==> config.mk <==
export PLATFORM = sky130hd
export DESIGN_NAME = delayprog_multi
export DESIGN_NICKNAME = d
export VERILOG_FILES = /design/src/rtl/delayprog_pkg.sv /design/src/rtl/delayprog_chan.sv /design/src/rtl/delayprog_multi.sv
export SDC_FILE = /design/constraint.sdc
export NUM_CORES = 1
export LEC_CHECK = 0
export ABC_AREA = 1
export BUFFER_PORTS_ARGS = -buffer_cell sky130_fd_sc_hd__buf_2
export CAP_MARGIN = 15
export CORE_MARGIN = 2
export CORE_UTILIZATION = 55
export DETAILED_ROUTE_END_ITERATION = 8
export HOLD_SLACK_MARGIN = 0.03
export MAX_ROUTING_LAYER = met4
export PLACE_DENSITY_LB_ADDON = 0.25
export SLEW_MARGIN = 20
export SYNTH_ARGS = -nofsm -noshare
export SYNTH_HDL_FRONTEND = slang
export SYNTH_SLANG_ARGS = --single-unit
==> constraint.sdc <==
create_clock -name CELCLK -period 1.5 [get_ports CELCLK]
set_input_delay 0.225 -clock CELCLK [delete_from_list [all_inputs] [get_ports CELCLK]]
set_output_delay 0.225 -clock CELCLK [all_outputs]
set_load 0.05 [all_outputs]
==> src/rtl/delayprog_pkg.sv <==
// delayprog_pkg: shared types and default sizes for the programmable edge-delay block.
package delayprog_pkg;
    typedef enum logic [1:0] {MODE_RISE = 2'b00, MODE_FALL = 2'b01, MODE_BOTH = 2'b10, MODE_NONE = 2'b11} mode_t;
    typedef enum logic {ST_IDLE = 1'b0, ST_COUNT = 1'b1} state_t;
    localparam int CW_DEF  = 8;
    localparam int NCH_DEF = 4;
endpackage

==> src/rtl/delayprog_chan.sv <==
// delayprog_chan: one channel; delays qualifying edges by dly cycles and filters reverting inputs.
module delayprog_chan
    import delayprog_pkg::*;
#(
    parameter int CW = CW_DEF
) (
    input  logic          i_clk,
    input  logic          i_rstn,
    input  logic          i_en,
    input  mode_t         i_mode,
    input  logic [CW-1:0] i_dly,
    input  logic          i_in,
    output logic          o_out,
    output logic          o_busy
);
    state_t        r_state, w_state;
    logic [CW-1:0] r_cnt, w_cnt;
    logic          r_out, w_out, r_busy, w_busy;
    logic          w_diff, w_qual;

    assign w_diff = i_in != r_out;
    assign w_qual = (i_mode == MODE_RISE && !r_out && i_in) ||
                    (i_mode == MODE_FALL && r_out && !i_in) ||
                    (i_mode == MODE_BOTH && w_diff);

    always_comb begin
        w_state = r_state;
        w_cnt   = r_cnt;
        w_out   = r_out;
        w_busy  = r_busy;
        if (!i_en) begin
            w_state = ST_IDLE;
            w_cnt   = '0;
            w_out   = i_in;
            w_busy  = 1'b0;
        end else if (r_state == ST_IDLE) begin
            if (w_diff && w_qual && i_dly >= CW'(2)) begin
                w_cnt   = i_dly - CW'(1);
                w_state = ST_COUNT;
                w_busy  = 1'b1;
            end else if (w_diff) begin
                w_out = i_in;
            end
        end else if (!w_diff || r_cnt == CW'(1)) begin
            // a reverted input leaves o untouched, so glitches shorter than dly vanish
            w_out   = i_in;
            w_state = ST_IDLE;
            w_busy  = 1'b0;
        end else begin
            w_cnt = r_cnt - CW'(1);
        end
    end

    always_ff @(posedge i_clk) begin
        if (!i_rstn) begin
            r_state <= ST_IDLE;
            r_cnt   <= '0;
            r_out   <= 1'b0;
            r_busy  <= 1'b0;
        end else begin
            r_state <= w_state;
            r_cnt   <= w_cnt;
            r_out   <= w_out;
            r_busy  <= w_busy;
        end
    end

    assign o_out  = r_out;
    assign o_busy = r_busy;
endmodule

==> src/rtl/delayprog_multi.sv <==
// delayprog_multi: NCH independent programmable edge-delay channels sharing mode and delay.
// Supply pins are kept only for netlist compatibility.
module delayprog_multi
    import delayprog_pkg::*;
#(
    parameter int NCH = NCH_DEF,
    parameter int CW  = CW_DEF
) (
    input  logic           CELCLK,
    input  logic           CELRSTN,
    input  logic           CELV,
    input  logic           CELG,
    input  logic           CELSUB,
    input  logic           en,
    input  logic [1:0]     mode,
    input  logic [CW-1:0]  dly,
    input  logic [NCH-1:0] i,
    output logic [NCH-1:0] o,
    output logic [NCH-1:0] busy
);
    logic w_unused;

    assign w_unused = &{CELV, CELG, CELSUB, 1'b0};

    for (genvar n = 0; n < NCH; n++) begin : g_ch
        delayprog_chan #(.CW(CW)) u_chan (
            .i_clk  (CELCLK),
            .i_rstn (CELRSTN),
            .i_en   (en),
            .i_mode (mode_t'(mode)),
            .i_dly  (dly),
            .i_in   (i[n]),
            .o_out  (o[n]),
            .o_busy (busy[n])
        );
    end
endmodule

Word level (Yosys, flattened, before mapping) --
Index checks and enable logic that the tools add are counted.
Operators by class: add/subtract/negate cells 5, eq/ne operators 30, $lt $le $gt $ge 1, reduce and logical (&&, ||, !) cells 70, muxes and demuxes 56
Operators by type and width (number):
- 8-bit 2-to-1 mux | 12
- 1-bit 2-to-1 mux | 44
- 8-bit by 1-bit subtractor with 8-bit output, second input constant | 5
- 8-bit by 1-bit == test with 1-bit output, second input constant | 4
- 1-bit logical AND | 28
- 2-bit AND reduction | 9
- 2-bit != test, second input constant | 8
- 1-bit logical NOT | 12
- 1-bit logical OR | 12
- 3-bit by 1-bit != test with 1-bit output, second input constant | 4
- 3-bit by 2-bit != test with 1-bit output, second input constant | 4
- 3-bit != test, second input constant | 4
- 3-bit AND reduction | 4
- 8-bit by 2-bit >= comparator with 1-bit output, second input constant | 1
- 2-bit nonzero test | 4
- 1-bit != test | 4
- 2-bit by 1-bit == test with 1-bit output, second input constant | 1
- 2-bit == test, second input constant | 1
- 2-bit logical NOT | 1
Storage, ports and cells: output and inout bits 8, bits of input ports 20, register bits after elaboration 44

Logic depth before layout (Yosys ltp) --
word-level depth 10, depth in mapped cells 13

Modules after synthesis --
Synthesis repeated with hierarchy kept, for this count alone.
Second synthesis, totals: cells, all modules 614, area, all modules 3776.1 sq um
Modules (own cells, without submodules):
- delayprog_chan (g_ch[0].u_chan ...) | seq. area each 220.2 sq um, instances 3, cells an instance 152, area an instance 944.7 sq um
- delayprog_chan (g_ch[1].u_chan) | seq. area each 220.2 sq um, instances 1, cells an instance 158, area an instance 942.2 sq um

Worst setup path after synthesis --
Ideal clock, no wire load.
path kind input to register, start input dly[0], end register g_ch[2].u_chan.r_cnt[7], buffers on the path 1, path slack 153 ps, stages 13, required time 1387 ps, arrival 1234 ps, cells stage by stage inv_1 -> ha_1 -> inv_1 -> nand2_1 -> nor2_1 -> nand2_2 -> nand3_2 -> nand2_1 -> buf_6 -> nand2_2 -> inv_1 -> nand3_1 -> nand2_1
Between the ends: cells in the longest elaborated chain, start to end 4, elaborated cells on any way between the ends 7, those cells by class 1 x add/sub; 1 x order compare; 2 x mux; 3 x reduce/logical
Ends and longest elaborated chain:
- from (decl) | RTL line delayprog_multi.sv:16 | input logic [CW-1:0] dly,
- 8-bit by 2-bit >= comparator with 1-bit output | RTL line delayprog_chan.sv:37 | if (w_diff && w_qual && i_dly >= CW'(2)) begin
- 1-bit logical AND | RTL line delayprog_chan.sv:37
- 2-bit nonzero test (no line)
- 2-bit AND reduction (no line)
- to (signal assigned) | RTL line delayprog_chan.sv:62 | r_cnt <= w_cnt;
- to (decl) | RTL line delayprog_chan.sv:17 | logic [CW-1:0] r_cnt, w_cnt;
Several ways; a longest one is shown, not always the timed one. The select of a mux whose other input is x is not followed. A chain may end at the register's enable or synchronous reset.

Worst setup path after layout --
start register g_ch[1].u_chan.r_cnt[0], end register g_ch[1].u_chan.r_cnt[4]
Between the ends: cells in the longest elaborated chain, start to end 4, elaborated cells on any way between the ends 7, those cells by class 1 x add/sub; 2 x eq/ne; 2 x mux; 2 x reduce/logical
Ends and longest elaborated chain (RTL line):
- from (decl) | delayprog_chan.sv:17
- from (signal assigned) | delayprog_chan.sv:62
- branches (longest 4 deep; another with 8-bit by 1-bit subtractor with 8-bit output)
Parallel ways; which one is timed is not known. The select of a mux whose other input is x is not followed.

==> impl_table.tex <==
\begin{tabular}{lr}
\hline
Metric & Value \\
\hline
\multicolumn{2}{l}{\textbf{Outcome}} \\
\quad Run status & completed \\
\multicolumn{2}{l}{\textbf{Power and ir drop}} \\
\quad Part of the total power dissipated in the clock network & 27.0\% \\
\quad Leak & 1.704 nW \\
\quad Sequential Power Share & 38.7\% \\
\quad Power spent charging and discharging nets & 0.001238 W \\
\quad Design internal power & 0.002167 W \\
\quad Largest voltage drop on the vdd net & 0.4975 mV \\
\quad Total Power Consumption & 0.003405 W \\
\quad Combinational cell fraction of total power & 34.3\% \\
\quad Switching share of total power & 36.35\% \\
\quad Cell area power density & 933.5 nW/um2 \\
\multicolumn{2}{l}{\textbf{Floorplan}} \\
\quad Core box area & 5473 um2 \\
\quad Initial standard-cell utilization of the core & 56.65\% \\
\quad I/O pin cnt & 28 \\
\quad Floorplan die height & 79.08 um \\
\quad Die Width & 79.08 um \\
\quad Die outline area & 6254 um2 \\
\quad Total number of placement rows & 27 \\
\multicolumn{2}{l}{\textbf{Placed design}} \\
\quad Half-perimeter wire length after detailed placement & 5.863 mm \\
\quad DP Cell Count & 606 \\
\quad Buffers on Ports & 24 \\
\quad Post-Place Worst Slack & -0.1141 ns \\
\quad Routability Congestion & 0.9255 \\
\multicolumn{2}{l}{\textbf{Hold path}} \\
\quad Hold Path Class & in -> reg \\
\quad Worst Hold Depth & 3 \\
\multicolumn{2}{l}{\textbf{Clock tree}} \\
\quad Max Root-Sink Buffers & 2 \\
\quad Clk Latency, worst-skew pair & 0.30 ns \\
\quad Clock transition time at the flip-flop clock pins of the worst setup and hold paths & 0.09 ns \\
\quad TritonCTS Buffers & 5 \\
\quad Number of levels in the clock H-tree & 2 \\
\quad CTS tree & yes \\
\quad CTS Sinks & 44 \\
\quad Cell chosen for the clock root & sky130\_fd\_sc\_hd\_\_clkbuf\_8 \\
\quad Number of hold-repair buffers added at the cts stage & 0 \\
\multicolumn{2}{l}{\textbf{Yosys}} \\
\quad FFs w/ async S/R, synth & 0\% \\
\quad Net count after synthesis & 530 \\
\quad Sequential share of the synthesized area & 28.41\% \\
\quad Unique masters post-synth & 35 \\
\quad Mean area per synthesized cell & 6.201 um2 \\
\quad Largest cells by area after synthesis & sky130\_fd\_sc\_hd\_\_dfxtp\_1, sky130\_fd\_sc\_hd\_\_nand2\_1, sky130\_fd\_sc\_hd\_\_nor2\_1 \\
\quad Synth Instances & 500 \\
\quad Most area-hungry cell type in the Yosys netlist & sky130\_fd\_sc\_hd\_\_dfxtp\_1 \\
\quad Fraction of post-synthesis cell area in the top cell type by area & 28.41\% \\
\quad Number of flops mapped to enable cells by yosys & 0 \\
\quad Combined area of all synthesized cells & 3100 um2 \\
\quad Seq cells post-synth & 44 \\
\quad Dominant synthesized flop cell & sky130\_fd\_sc\_hd\_\_dfxtp\_1 \\
\quad Warnings, synthesis & 0 \\
\multicolumn{2}{l}{\textbf{Detailed routing}} \\
\quad Sum of met2 wire segment lengths after detailed routing & 3.984 mm \\
\quad Detailed router's first-iteration violation count & 152 \\
\quad DR vias & 3300 \\
\quad First drt pass iteration count & 5 \\
\quad Final Routed Wirelength & 7.933 mm \\
\quad Via count normalized by instance count & 5.357 \\
\quad Top layer reached by signal wires & met4 \\
\quad Post-route DRC violation count & 0 \\
\quad Length of routed met3 wiring & 341 um \\
\quad WL per Instance & 12.88 um \\
\quad Number of antenna-violating nets in the routed design & 0 \\
\quad Post-route met1 wirelength & 3.498 mm \\
\multicolumn{2}{l}{\textbf{Critical path}} \\
\quad Worst-case reg-to-reg path depth & 7 \\
\quad Critical path class & reg -> reg \\
\quad Biggest fanout along the worst timing path & 4 \\
\quad Worst setup SP type & register \\
\quad Endpoint required time on the critical path & 1.74 ns \\
\quad Worst endpoint data arrival time & 1.67 ns \\
\quad Kind of end point of the critical path & register \\
\quad Reg2reg setup slack & 0.07 ns \\
\multicolumn{2}{l}{\textbf{Timing}} \\
\quad Max Clk Rate & 699.1 MHz \\
\quad RSZ-0062 raised after global routing & true \\
\quad Final Cycle Share & 95.36\% \\
\quad Max-slew headroom at the worst pin & 78.49\% \\
\quad Clock period minus final worst setup slack & 1.430 ns \\
\quad Transition time at the pin with the least slew margin & 0.3207 ns \\
\quad Final Worst Setup Slack & 0.06953 ns \\
\quad Setup-failing EPs final & 0 \\
\quad Clock skew & 0.006628 ns \\
\quad Hold Vio Cnt, Final & 0 \\
\quad Final Max Tran Viols & 0 \\
\multicolumn{2}{l}{\textbf{Global routing}} \\
\quad Initial antenna violation count & 0 \\
\quad Remaining global-route overflow & 0 \\
\quad Vias in the first global route & 2900 \\
\quad Largest net degree at the start of global routing & 22 \\
\quad Total track usage & 26.44\% \\
\quad Wire length of the first global-routing pass & 13.01 mm \\
\multicolumn{2}{l}{\textbf{Job}} \\
\quad Max-cap violation count & 0 \\
\multicolumn{2}{l}{\textbf{Layout}} \\
\quad End-of-flow core utilization & 66.64\% \\
\quad Final net count & 573 \\
\quad Layout overhead on the synthesized area & 17.64\% \\
\quad Fin cells & 616 \\
\quad Fraction of final layout cells sized beyond drive strength 1 & 19.67\% \\
\quad ANT cells & 0 \\
\quad \# fillers & 500 \\
\hline
\end{tabular}
## power groups by stage
stage / logic (W) / registers (W) / clock network [W]
2_1_floorplan: 0.000809 / 0.00132 / 0
3_3_place_gp: 0.00106 / 0.00134 / 0
3_5_place_dp: 0.00109 / 0.00134 / 0
4_1_cts: 0.00109 / 0.00131 / 0.000926
5_1_grt: 0.00130 / 0.00133 / 0.000986
6_report: 0.00117 / 0.00132 / 0.000918
## routing by layer
metal	vias to the layer above	track usage, %
met4	0	5.517
li1	1691	-
met3	10	3.409
met1	1523	32.51
met5	-	-
met2	76	46.61
## layout by cell type, fill, tap and decap left out, types with 2 or more instances in the layout
cell type,n
sky130_fd_sc_hd__nand2_1,122
sky130_fd_sc_hd__nor2_1,77
sky130_fd_sc_hd__inv_1,48
sky130_fd_sc_hd__nand3_1,48
sky130_fd_sc_hd__dfxtp_1,38
sky130_fd_sc_hd__o21ai_0,33
sky130_fd_sc_hd__buf_4,30
sky130_fd_sc_hd__buf_2,24
sky130_fd_sc_hd__a21oi_1,23
sky130_fd_sc_hd__nand2_2,8
sky130_fd_sc_hd__ha_1,8
sky130_fd_sc_hd__nand4_1,7
sky130_fd_sc_hd__xnor2_1,5
sky130_fd_sc_hd__o21ai_1,5
sky130_fd_sc_hd__clkbuf_8,5
sky130_fd_sc_hd__dfxtp_2,5
sky130_fd_sc_hd__nor2_2,4
sky130_fd_sc_hd__nor3_1,4
sky130_fd_sc_hd__nand2_4,4
sky130_fd_sc_hd__nand3b_1,4
sky130_fd_sc_hd__xor2_1,4
sky130_fd_sc_hd__inv_2,3
sky130_fd_sc_hd__xor2_2,3
sky130_fd_sc_hd__o21ai_4,3
sky130_fd_sc_hd__a21oi_2,3
sky130_fd_sc_hd__o21bai_1,3
sky130_fd_sc_hd__nand3_2,3
sky130_fd_sc_hd__a31oi_1,2
sky130_fd_sc_hd__nor2_4,2
sky130_fd_sc_hd__o31ai_1,2
sky130_fd_sc_hd__ha_2,2
## area by class of cell
cell class / count / area (um2) / area share, %
repair buffers: 55 / 356.6 / 9.777
clock buffers: 5 / 68.82 / 1.887
clock inverters: 3 / 42.54 / 1.166
multi-input cells: 385 / 2003 / 54.92
inverters: 52 / 195.2 / 5.352
well taps: 72 / 90.09 / 2.470
flip-flops and latches: 44 / 890.9 / 24.43
## registers in the layout, summed over array words and instances, names as in the netlist
signal and count:
g_ch.u_chan.o_busy 4, g_ch.u_chan.o_out 4, g_ch.u_chan.r_cnt 32, g_ch.u_chan.r_state 4
## worst paths after layout
kind                      startpoint                      end
max          g_ch[1].u_chan.r_cnt[0]  g_ch[1].u_chan.r_cnt[4]
min reg2reg  g_ch[2].u_chan.r_cnt[1]  g_ch[2].u_chan.r_cnt[1]
min                          CELRSTN     g_ch[2].u_chan.o_out
max reg2reg  g_ch[1].u_chan.r_cnt[0]  g_ch[1].u_chan.r_cnt[4]
## metrics by stage
step / setup TNS, ns / area [um2] / hold WS [ns]
floorplan: 0 / 3100 / 0.3454
global placement: -1.543 / 3415 / 0.4502
detailed placement: -1.772 / 3415 / 0.4529
CTS: 0 / 3526 / 0.1876
global route: -0.03660 / 3647 / 0.1804
finish: 0 / 3647 / 0.1794
## worst max-delay path: stages (launching register included)
cell,delay [ns]
sky130_fd_sc_hd__dfxtp_1,0.33
sky130_fd_sc_hd__inv_1,0.11
sky130_fd_sc_hd__ha_1,0.24
sky130_fd_sc_hd__nand2_1,0.10
sky130_fd_sc_hd__or2_2,0.27
sky130_fd_sc_hd__a31oi_1,0.17
sky130_fd_sc_hd__nor2_1,0.05
sky130_fd_sc_hd__nor2_1,0.09
## logic make-up (layout without fill, tap and decap cells)
| family | after synthesis | in the layout | synth area share, % |
|---|---|---|---|
| AOI/OAI and AO/OA | 76 | 76 | 13.76 |
| xor gates and xnor gates | 12 | 12 | 3.632 |
| adders and majority gates | 10 | 10 | 4.036 |
| buffers and inverters | 71 | 115 | 9.968 |
| DFF | 44 | 44 | 28.41 |
| muxes | 1 | 1 | 0.3229 |
| and+or+nand+nor | 286 | 286 | 39.87 |
## cell usage after synthesis (3+ instances only)
master,number
sky130_fd_sc_hd__nand3b_1,4
sky130_fd_sc_hd__o21bai_1,3
sky130_fd_sc_hd__inv_1,51
sky130_fd_sc_hd__nand2_2,8
sky130_fd_sc_hd__xnor2_1,5
sky130_fd_sc_hd__a21oi_1,26
sky130_fd_sc_hd__nor2_1,79
sky130_fd_sc_hd__xor2_1,6
sky130_fd_sc_hd__dfxtp_1,44
sky130_fd_sc_hd__nand2_1,126
sky130_fd_sc_hd__buf_4,8
sky130_fd_sc_hd__nor3_1,4
sky130_fd_sc_hd__buf_2,4
sky130_fd_sc_hd__clkbuf_1,6
sky130_fd_sc_hd__o21ai_0,36
sky130_fd_sc_hd__ha_1,10
sky130_fd_sc_hd__nand4_1,7
sky130_fd_sc_hd__nand3_1,50
## repair_timing
action | 4_1_cts | 5_1_grt
gates resized for setup | 0 | 35
endpoints found under the setup margin | 0 | 34
setup buffers | 0 | 2
No activity file was read; power rests on OpenSTA's default activity.
